`config.mk`:
```
export PLATFORM = sky130hd
export DESIGN_NAME = l2_port_scheduler
export DESIGN_NICKNAME = d
export VERILOG_FILES = /design/src/rtl/l2_port_scheduler.sv
export SDC_FILE = /design/constraint.sdc
export NUM_CORES = 1
export LEC_CHECK = 0
export CORE_AREA = 4 4 654 656
export DETAILED_ROUTE_END_ITERATION = 16
export DIE_AREA = 0 0 658 660
export PLACE_DENSITY = 0.3
export SETUP_SLACK_MARGIN = 0.2
export SLEW_MARGIN = 20
export SYNTH_ARGS = -nofsm -noshare
export SYNTH_HDL_FRONTEND = slang
export SYNTH_SLANG_ARGS = --single-unit
export TNS_END_PERCENT = 50
```
`constraint.sdc`:
```
create_clock -name clk -period 3.3 [get_ports clk]
set_clock_uncertainty 0.2 [all_clocks]
set_input_delay 0.99 -clock clk [delete_from_list [all_inputs] [get_ports clk]]
set_output_delay 0.99 -clock clk [all_outputs]
set_load 0.05 [all_outputs]
```
`src/rtl/l2_port_scheduler.sv`:
```
// l2_port_scheduler: arbitrates icache, dcache and prefetcher line requests
// onto a single L2 port. One transfer in flight at a time; IDLE -> BUSY -> DONE.
//
// Handshake: a requester holds its read/write level (and address/data) until
// its resp pulse. The resp pulse is the only completion indication and lasts
// one cycle, coincident with l2_resp. The L2 side sees l2_read/l2_write held
// high for the whole BUSY phase; l2_resp in BUSY completes the transfer.
// Requester inputs are sampled only on the IDLE decision edge.
module l2_port_scheduler #(
  parameter int s_line       = 256,
  parameter int STARVE_LIMIT = 4,
  localparam int SW          = $clog2(STARVE_LIMIT + 1)
) (
  input  logic              clk,
  input  logic              rst_n,
  // icache
  input  logic              ic_read,
  input  logic [31:0]       ic_address,
  output logic              ic_resp,
  output logic [s_line-1:0] ic_rdata,
  // dcache
  input  logic              dc_read,
  input  logic              dc_write,
  input  logic [31:0]       dc_address,
  input  logic [s_line-1:0] dc_wdata,
  output logic              dc_resp,
  output logic [s_line-1:0] dc_rdata,
  // prefetcher
  input  logic              pf_read,
  input  logic [31:0]       pf_address,
  output logic              pf_resp,
  output logic [s_line-1:0] pf_rdata,
  // L2
  output logic              l2_read,
  output logic              l2_write,
  output logic [31:0]       l2_address,
  output logic [s_line-1:0] l2_wdata,
  input  logic              l2_resp,
  input  logic [s_line-1:0] l2_rdata,
  // debug visibility of internal state
  output logic [1:0]        o_dbg_state,
  output logic [1:0]        o_dbg_grant,
  output logic [1:0]        o_dbg_rr_ptr,
  output logic [SW-1:0]     o_dbg_starve_cnt
);

  typedef enum logic [1:0] {
    ST_IDLE = 2'd0,
    ST_BUSY = 2'd1,
    ST_DONE = 2'd2
  } state_t;

  typedef enum logic [1:0] {
    GNT_NONE = 2'd0,
    GNT_IC   = 2'd1,
    GNT_DC   = 2'd2,
    GNT_PF   = 2'd3
  } grant_t;

  state_t            r_state, w_state_nxt;
  grant_t            r_grant, w_grant_nxt;
  grant_t            r_rr_ptr, w_rr_nxt;
  logic [SW-1:0]     r_starve_cnt, w_starve_nxt;
  logic              r_is_write, w_is_write_nxt;
  logic [31:0]       r_addr, w_addr_nxt;
  logic [s_line-1:0] r_wdata, w_wdata_nxt;

  grant_t            w_winner;
  logic              w_dc_req;
  logic              w_pf_starved;
  logic              w_busy;
  logic              w_complete;

  // Winner selection for the IDLE decision: starved PF first, then IC/DC
  // (round-robin when both), then PF as the lowest-priority requester.
  always_comb begin
    w_winner     = GNT_NONE;
    w_dc_req     = dc_read | dc_write;
    w_pf_starved = (r_starve_cnt == SW'(STARVE_LIMIT));
    if (pf_read && w_pf_starved) begin
      w_winner = GNT_PF;
    end else if (ic_read && w_dc_req) begin
      w_winner = r_rr_ptr;
    end else if (ic_read) begin
      w_winner = GNT_IC;
    end else if (w_dc_req) begin
      w_winner = GNT_DC;
    end else if (pf_read) begin
      w_winner = GNT_PF;
    end
  end

  // Next-state logic: FSM, grant, fairness state and latched L2 request.
  always_comb begin
    w_state_nxt    = r_state;
    w_grant_nxt    = r_grant;
    w_rr_nxt       = r_rr_ptr;
    w_starve_nxt   = r_starve_cnt;
    w_is_write_nxt = r_is_write;
    w_addr_nxt     = r_addr;
    w_wdata_nxt    = r_wdata;
    case (r_state)
      ST_IDLE: begin
        w_grant_nxt = w_winner;
        // PF starvation only accrues while PF is actually asking and loses.
        if (!pf_read || w_winner == GNT_PF) begin
          w_starve_nxt = '0;
        end else if (!w_pf_starved) begin
          w_starve_nxt = r_starve_cnt + SW'(1);
        end
        case (w_winner)
          GNT_IC: begin
            w_state_nxt    = ST_BUSY;
            w_is_write_nxt = 1'b0;
            w_addr_nxt     = ic_address;
            w_wdata_nxt    = '0;
            w_rr_nxt       = GNT_DC;
          end
          GNT_DC: begin
            w_state_nxt    = ST_BUSY;
            w_is_write_nxt = dc_write;  // read+write together is a write
            w_addr_nxt     = dc_address;
            w_wdata_nxt    = dc_wdata;
            w_rr_nxt       = GNT_IC;
          end
          GNT_PF: begin
            w_state_nxt    = ST_BUSY;
            w_is_write_nxt = 1'b0;
            w_addr_nxt     = pf_address;
            w_wdata_nxt    = '0;
          end
          default: begin
            w_state_nxt = ST_IDLE;
          end
        endcase
      end
      ST_BUSY: begin
        if (l2_resp) begin
          w_state_nxt = ST_DONE;
        end
      end
      ST_DONE: begin
        w_state_nxt = ST_IDLE;
        w_grant_nxt = GNT_NONE;
      end
      default: begin
        w_state_nxt = ST_IDLE;
        w_grant_nxt = GNT_NONE;
      end
    endcase
  end

  // State registers; asynchronous reset abandons any in-flight transfer.
  always_ff @(posedge clk or negedge rst_n) begin
    if (!rst_n) begin
      r_state      <= ST_IDLE;
      r_grant      <= GNT_NONE;
      r_rr_ptr     <= GNT_IC;
      r_starve_cnt <= '0;
      r_is_write   <= 1'b0;
      r_addr       <= '0;
      r_wdata      <= '0;
    end else begin
      r_state      <= w_state_nxt;
      r_grant      <= w_grant_nxt;
      r_rr_ptr     <= w_rr_nxt;
      r_starve_cnt <= w_starve_nxt;
      r_is_write   <= w_is_write_nxt;
      r_addr       <= w_addr_nxt;
      r_wdata      <= w_wdata_nxt;
    end
  end

  // L2 request and same-cycle completion routing to the granted requester.
  always_comb begin
    w_busy     = (r_state == ST_BUSY);
    w_complete = w_busy & l2_resp;
    l2_read    = w_busy & ~r_is_write;
    l2_write   = w_busy & r_is_write;
    l2_address = r_addr;
    l2_wdata   = r_wdata;
    ic_resp    = w_complete & (r_grant == GNT_IC);
    dc_resp    = w_complete & (r_grant == GNT_DC);
    pf_resp    = w_complete & (r_grant == GNT_PF);
    ic_rdata   = ic_resp ? l2_rdata : '0;
    dc_rdata   = dc_resp ? l2_rdata : '0;
    pf_rdata   = pf_resp ? l2_rdata : '0;
  end

  assign o_dbg_state      = r_state;
  assign o_dbg_grant      = r_grant;
  assign o_dbg_rr_ptr     = r_rr_ptr;
  assign o_dbg_starve_cnt = r_starve_cnt;

endmodule

```
; ---- Word level (Yosys, flattened, before mapping)
; Cells that the tools add are included.
[classes]
div_mod_pow = 0
n_reduce_logical = 14
multipliers = 0
bitwise_logic = 8
addsub = 1
n_eq_ne = 10
mux = 18
magnitude_cmp = 0
n_shift = 0
[op_table]
columns = operator, n
row1 = $mux 256, 3
row2 = $pmux 256 s2, 1
row3 = $pmux 32 s3, 1
row4 = $mux 2, 6
row5 = $pmux 2 s2, 3
row6 = $eq 2x2->1 const B, 4
row7 = $reduce_and 2->1, 4
row8 = $and 1x1->1, 6
row9 = $eq 2x1->1 const B, 3
row10 = $mux 3, 2
row11 = $reduce_bool 2->1, 2
row12 = $add 3x1->3 const B, 1
row13 = $eq 3x3->1 const B, 1
row14 = $reduce_bool 3->1, 1
row15 = $reduce_or 3->1, 1
row16 = $logic_and 1x1->1, 2
row17 = $logic_not 2->1, 1
row18 = $ne 2x1->1 const B, 1
row19 = $ne 2x2->1 const B, 1
row20 = $pmux 1 s2, 1
row21 = $reduce_or 2->1, 1
row22 = $logic_not 1->1, 1
row23 = $logic_or 1x1->1, 1
row24 = $mux 1, 1
row25 = other kinds (2), 2
[word_totals]
memories = 0
in_bits = 615
elab_cells = 58
ram_bits = 0
latch_bits = 0
romBits = 0
output_inout_bits = 1070
register_bits = 298

; ---- Depth between registers and ports, before layout
; Gate-level depths: netlist of the first run.
[depth]
ltp_word = 9
depth_mapped = 15
mapped_depth_nobuf = 9

; ---- Worst setup path after synthesis of the first run
; OpenSTA, ideal clock, no wires.
[synth_path]
kind = input port to output port
from = input l2_resp
to = output dc_rdata[246]
path_slack_ps = -194
arrival_time_ps = 2304
cell_stages = 4
required_ps = 2110
n_path_buf = 1
path_cell_list = and3b_2 nor3b_4 buf_2 and2_1
[synth_via]
elab_chain_len = 3
[synth_rtl]
columns = element, line
row1 = start: declaration, 38  ; input logic l2_resp,
row2 = $and 1x1->1, 177  ; w_complete = w_busy & l2_resp;
row3 = $and 1x1->1, 183  ; dc_resp = w_complete & (r_grant == GNT_DC);
row4 = named net dc_resp, 26  ; output logic dc_resp,
row5 = $mux 256, 186  ; dc_rdata = dc_resp ? l2_rdata : '0;
row6 = end: declaration, 27  ; output logic [s_line-1:0] dc_rdata,
; The timed path passes the listed nets, and every way through them passes these cells.

; ---- Worst setup path after layout of the first run
[layout_path]
from = input l2_resp
to = output dc_rdata[73]
[layout_via]
elab_chain_len = 3
[layout_rtl]
columns = element, line
row1 = $and 1x1->1, 177
row2 = $and 1x1->1, 183
row3 = $mux 256, 186
; Every way passes these cells.

==> reports/summary.txt, run 1 <==
Clk root buf - clkbuf_16
CP delay by family, top - buffers and inverters
Power per standard cell area - 620 mW/mm²
Worst-path cell chain - buf_16, and3b_2, nor3b_4, buf_12, buf_12, clkbuf_16, and2_2, buf_12
CTS H-tree depth - 2
Die ar. - 0.434 mm²
FF+latch count, synth - 298
Initial antenna violation count - 145
Hold WS - 0.206 ns
Synthesized area - 0.0175 mm²
First-pass GRT wire length - 336,000 µm
TritonCTS Buffers - 40
Leakage - 0.0225 µW
Synth Net Count - 2,829
Layout area overhead - 232%
Critical Path Fanout Max - 12
Synthesized area per cell - 7.92 µm²
DR vias/cell - 2.52
Worst Max-Slew Pin Slew - 0.923 ns
Synth Warn # - 0
Max-Cap Viols - 0
Seq/Total Area, Yosys - 42.7%
Share of cells above drive strength 1 - 50.8%
Via count - 25,058
Max Slew Vio Count - 0
Commonest cells after routing, fill and taps aside - 1,034 x buf_12, 831 x clkdlybuf4s50_1, 569 x and2_2, 548 x nand2_1, 295 x dfrtp_1
DP HPWL - 247,000 µm
Met2 WL - 147,000 µm
Setup-failing EPs final - 772
VDD IR max - 464 µV
Status - finished, violations left
TNS Setup - -320.73 ns
DR WL/cell - 28.1 µm
Largest net degree at the start of global routing - 103
Initial core utilization - 4.14%
RePlAce Congestion - 0.882
Post-synth ARST share - 100%
Reg2reg path depth - 11
Fin cells - 9,931
Commonest non-fill, non-tap cell in the layout - buf_12
Gate Count Post-Synth - 2,208
CP Class - input port to output port
Routed wl met3 - 18,000 µm
CTS Hold Bufs - 0
M1 wire length - 109,000 µm
Most common cell on crit path - buf_12
Min Clock Period, post-route - 3.81 ns
Post-synth top flop - dfrtp_1
TritonCTS clock tree - yes
Num ports - 1,685
Worst EP arrival - 2.62 ns
Failing checks - setup timing
Skew-Pair Late Insertion Delay - 0.61 ns
Crit path buffers/inverters - 5
HP Class - input port to asynchronous set/reset pin
Drt pass-1 iters - 5
Relative slew slack - 38.5%
Final nets - 4,819
Row count - 239
Final ANT Viol Nets - 0
IO buf count - 1,684
RSZ-0062 raised after global routing - true
Core ar. - 0.422 mm²
Synth unique cells - 37
Fill count - 47,660
Iter 0 DRT Violations - 1,381
Gr ovfl total - 0
Critical path depth in cells - 8
Die X - 658 µm
Tcrit/Tclk final - 115%
Max stage delay on crit path - 0.32 ns
Final WS setup - -0.508 ns
F_max - 0.263 GHz
Dpl cells - 9,763
DIE HEIGHT - 660 µm
Crit path max-delay cell type - and3b_2
Max Buffers Root-to-Sink - 3
Total wire length - 279,000 µm
Clock transition at path regs - 0.06 ns
Crit start category - input port
Vias in the first global route - 25,478
Required time worst endpoint - 2.11 ns
Number of flops mapped to enable cells by yosys - 0
DR DRC count - 0
Global Route Usage Sum - 12.1%
CP Capture Type - output port
DR top layer - met5
Clk sinks - 298
Final Hold Fails - 0
## timing repair
item / CTS / global route
cloned: 13 / 22
setup buffers: 18 / 3
setup endpoints to repair: 853 / 948
gates resized for setup: 108 / 147
pin swaps: 17 / 40
## logic make-up after synthesis
kind of cell / count (synthesis) / synth area share (%)
muxes: 2 / 0.122
AOI/OAI and AO/OA: 335 / 10.4
and+or+nand+nor: 1370 / 40.8
buffers and inverters: 197 / 5.57
DFF: 298 / 42.7
adders and majority gates: 6 / 0.429
## worst paths after layout
kind | startpoint | endpoint | slack (ns)
setup / recovery | l2_resp | dc_rdata[73] | -0.51
hold / removal | rst_n | l2_address[7] | 0.21
setup reg to reg | o_dbg_starve_cnt[0] | l2_wdata[185] | 0.33
hold reg to reg | l2_wdata[115] | l2_wdata[115] | 0.28
max in group asynchronous | rst_n | l2_wdata[94] | 1.94
min in group clk | l2_wdata[115] | l2_wdata[115] | 0.28
## cells in the mapped netlist (2+ instances only)
library cell  number  area share (%)
and2_1           770              28
nand2_1          548              12
dfrtp_1          297              43
o21ai_0          209             6.0
clkbuf_2          69             2.0
buf_2             59             1.7
clkbuf_1          49             1.1
o21ai_1           49             1.4
nor2_1            36            0.77
a22oi_1           32             1.4
a31oi_1           32             1.1
buf_6              9            0.58
inv_1              7            0.15
ha_1               6            0.43
nor2b_1            5            0.18
a21oi_1            4            0.11
a21boi_0           2           0.086
and3_1             2           0.072
buf_1              2           0.043
buf_4              2           0.086
nor3_2             2            0.11
o22ai_1            2           0.072
## sequential cells by signal, indices dropped and copies added (netlist names)
signal / cells
o_dbg_rr_ptr: 2
o_dbg_state: 2
r_is_write: 1
o_dbg_grant: 2
l2_address: 32
o_dbg_starve_cnt: 3
l2_wdata: 256
## stage by stage
step | utilization [%] | area (µm²) | setup slack (ns) | power, µW
after floorplan | - | 18500 | 0.0281 | 18100
final | 13.8 | 58100 | -0.508 | 36000
after detailed placement | 13.0 | 55100 | -1.69 | 31200
after CTS | 13.6 | 57200 | -0.598 | 36400
after global placement | 13.0 | 55100 | -1.68 | 31300
after global routing | 13.7 | 58000 | -0.582 | 37800
## power breakdown
group	leakage (µW)	internal, µW	switching (µW)
registers	0.00375	5250	1050
clock network	0.000632	2580	1940
logic	0.0182	9280	15900
total	0.0225	17100	18900
## layer usage
| metal | vias up | track usage [%] |
|---|---|---|
| li1 | 11030 | - |
| met1 | 12444 | 14.2 |
| met2 | 1355 | 22.7 |
| met3 | 223 | 2.62 |
| met4 | 6 | 1.84 |
| met5 | - | 0 |
## layout make-up
cell class                 count  area (µm²)  area share [%]
sequential                   298        7460            12.8
timing repair buffer        2138       31800            54.8
tap                         5663        7090            12.2
clock buffer                  54        1140            1.96
antenna                       42         105           0.181
inverter                       7        30.0          0.0517
clock inverter                16         160           0.276
multi-input combinational   1713       10300            17.7
(Power assumes the default switching activity.)
==> inputs of run 2 (changes only) <==
RECOVER_POWER = 50   (was default)
==> run 2 against run 1 <==
The flow finishes with violations (capacitance limit, slew limit, setup timing). Largest cell class unchanged. Routed wire length is essentially flat. Die area is the same. Utilization fell by 0.10 points. Cell area shrank 0.76%. Critical path type unchanged. Highest routed layer unchanged. Worst setup slack got worse by 0.00084 ns. Sequential cell count is the same.
==> reports/summary.txt, run 2 (synthesized netlist as in run 1, its figures left out) <==
Status - finished, violations left
Failing checks - capacitance limit, slew limit, setup timing
Tcrit/Tclk final - 115% (about the same)
Vias in the first global route - 25,478 (unchanged)
Die X - 658 µm (unchanged)
Reg2reg path depth - 11 (unchanged)
Worst EP arrival - 2.62 ns (about the same)
DR vias/cell - 2.52 (about the same)
Clk sinks - 298 (unchanged)
F_max - 0.263 GHz (about the same)
Worst Max-Slew Pin Slew - 2.23 ns (+1.31 ns)
TritonCTS clock tree - yes
RePlAce Congestion - 0.882 (unchanged)
Power per standard cell area - 619 mW/mm² (-0.31%)
Min Clock Period, post-route - 3.81 ns (+0.000842 ns)
Crit path max-delay cell type - and3b_2
VDD IR max - 464 µV (about the same)
Required time worst endpoint - 2.11 ns (about the same)
Reg2Reg Capture Point - l2_wdata[79]
Leakage - 0.0222 µW (-1.4%)
First-pass GRT wire length - 336,000 µm (unchanged)
DR DRC count - 0 (unchanged)
Final nets - 4,819 (unchanged)
Initial core utilization - 4.14% (unchanged)
DR WL/cell - 28.2 µm (about the same)
Hold path cells - 2
Final ANT Viol Nets - 0 (unchanged)
TritonCTS Buffers - 40 (unchanged)
Reg2reg start - o_dbg_starve_cnt[0]
Final Hold Fails - 0 (unchanged)
Max stage delay on crit path - 0.32 ns (about the same)
Commonest non-fill, non-tap cell in the layout - buf_12
Row count - 239 (unchanged)
End-of-flow core utilization - 13.7% (-0.10 points)
Die ar. - 0.434 mm² (unchanged)
CP Class - input port to output port
Via count - 25,057 (-0.0040%)
Hold_sp - l2_wdata[200]
Clock transition at path regs - 0.06 ns (about the same)
Relative slew slack - -48.7% (-87 points)
Routing usage on met1 - 14.2% (unchanged)
Setup-failing EPs final - 863 (+12%)
Crit path buffers/inverters - 5 (unchanged)
Fin cells - 9,927 (-0.040%)
Skew-Pair Late Insertion Delay - 0.61 ns (about the same)
IO buf count - 1,684 (unchanged)
Max-Cap Viols - 1 (+1)
Commonest cells after routing, fill and taps aside - 1,024 x buf_12, 830 x clkdlybuf4s50_1, 569 x and2_2, 548 x nand2_1, 295 x dfrtp_1
Global Route Usage Sum - 12.1% (unchanged)
Busiest layer in global routing - met2
Crit start category - input port
Met2 usage - 22.7% (unchanged)
M3 GR Usage - 2.62% (unchanged)
CTS H-tree depth - 2 (unchanged)
Hold path endpoint - l2_wdata[200]
DP HPWL - 247,000 µm (unchanged)
Max reg flops - 256 (unchanged)
Gr ovfl total - 0 (unchanged)
Core ar. - 0.422 mm² (unchanged)
CP Capture Type - output port
Largest net degree at the start of global routing - 103 (unchanged)
Final WS setup - -0.509 ns (-0.000842 ns)
Total wire length - 280,000 µm (about the same)
Place WS - -1.69 ns (unchanged)
Dpl cells - 9,763 (unchanged)
CP delay by family, top - buffers and inverters
RSZ-0062 raised after global routing - true
R2r setup slk - 0.31 ns (-0.02 ns)
Clk root buf - clkbuf_16
Drt pass-1 iters - 5 (unchanged)
Max Buffers Root-to-Sink - 3 (unchanged)
Share of cells above drive strength 1 - 49.2% (-1.6 points)
CTS Hold Bufs - 0 (unchanged)
HP Class - flip-flop to flip-flop
Layout area overhead - 230%
Num ports - 1,685 (unchanged)
Max Slew Vio Count - 55 (+55)
Iter 0 DRT Violations - 1,392 (+0.80%)
Worst-path cell chain - buf_16, and3b_2, nor3b_4, buf_12, buf_16, clkbuf_16, and2_2, buf_12
Initial antenna violation count - 145 (unchanged)
Critical Path Fanout Max - 8 (-4)
DIE HEIGHT - 660 µm (unchanged)
## run 2: tightest hold or removal path: cells and delay by family (launching register included)
kind / cells / cell delay (ns)
flip-flops: 1 / 0.34
AO/OA/AOI/OAI: 1 / 0.06
AND/OR/NAND/NOR: 1 / 0.04
## run 2: cell type report
class	count	area, µm²
diodes	38	95.1
clock buffers	54	1140
clock inverters	16	160
fillers	47734	365000
inverters	7	30.0
multi-input cells	1713	10300
flip-flops and latches	298	7460
well taps	5663	7090
repair buffers	2138	31400
## run 2: where the power goes
group	internal (µW)	switching [µW]
Sequential	5250	1040
Combinational	8920	15900
Clock	2580	1940
Total	16700	18900
## run 2: worst max path at each step
stage	from	end	slack, ns	cells past startpoint
after global routing	l2_resp	dc_rdata[231]	-0.58	8
after floorplan	l2_resp	dc_rdata[100]	0.03	5
after CTS	l2_resp	dc_rdata[97]	-0.60	8
final	l2_resp	dc_rdata[185]	-0.51	8
after detailed placement	l2_resp	pf_rdata[4]	-1.69	7
after global placement	l2_resp	pf_rdata[4]	-1.68	7
## run 2: metrics by stage
stage	cell area [µm²]	TNS, ns	power [µW]	hold WS (ns)
floorplan	18500	0	18100	0.264
global placement	55100	-1262.44	31300	0.269
detailed placement	55100	-1259.13	31200	0.271
CTS	57200	-379.97	36400	0.171
global route	57600	-429.53	37400	0.304
finish	57700	-322.01	35700	0.282
## run 2: timing repair
action	4_1_cts	5_1_grt
gates resized for setup	108	147
pin swaps	17	40
cloned	13	22
setup endpoints to repair	853	948
hold endpoints to repair	0	0
buffers inserted	18	3
## run 2: layer usage
layer,vias up,routed length [µm]
li1,11032,-
met1,12454,110000
met2,1346,147000
met3,219,17200
met4,6,5270
met5,-,29
==> inputs of run 3 (changes only) <==
GPL_ROUTABILITY_DRIVEN = 0   (was default)
==> results of run 3 <==
Same layout as run 2: the final DEF is identical, and so are final timing and power.
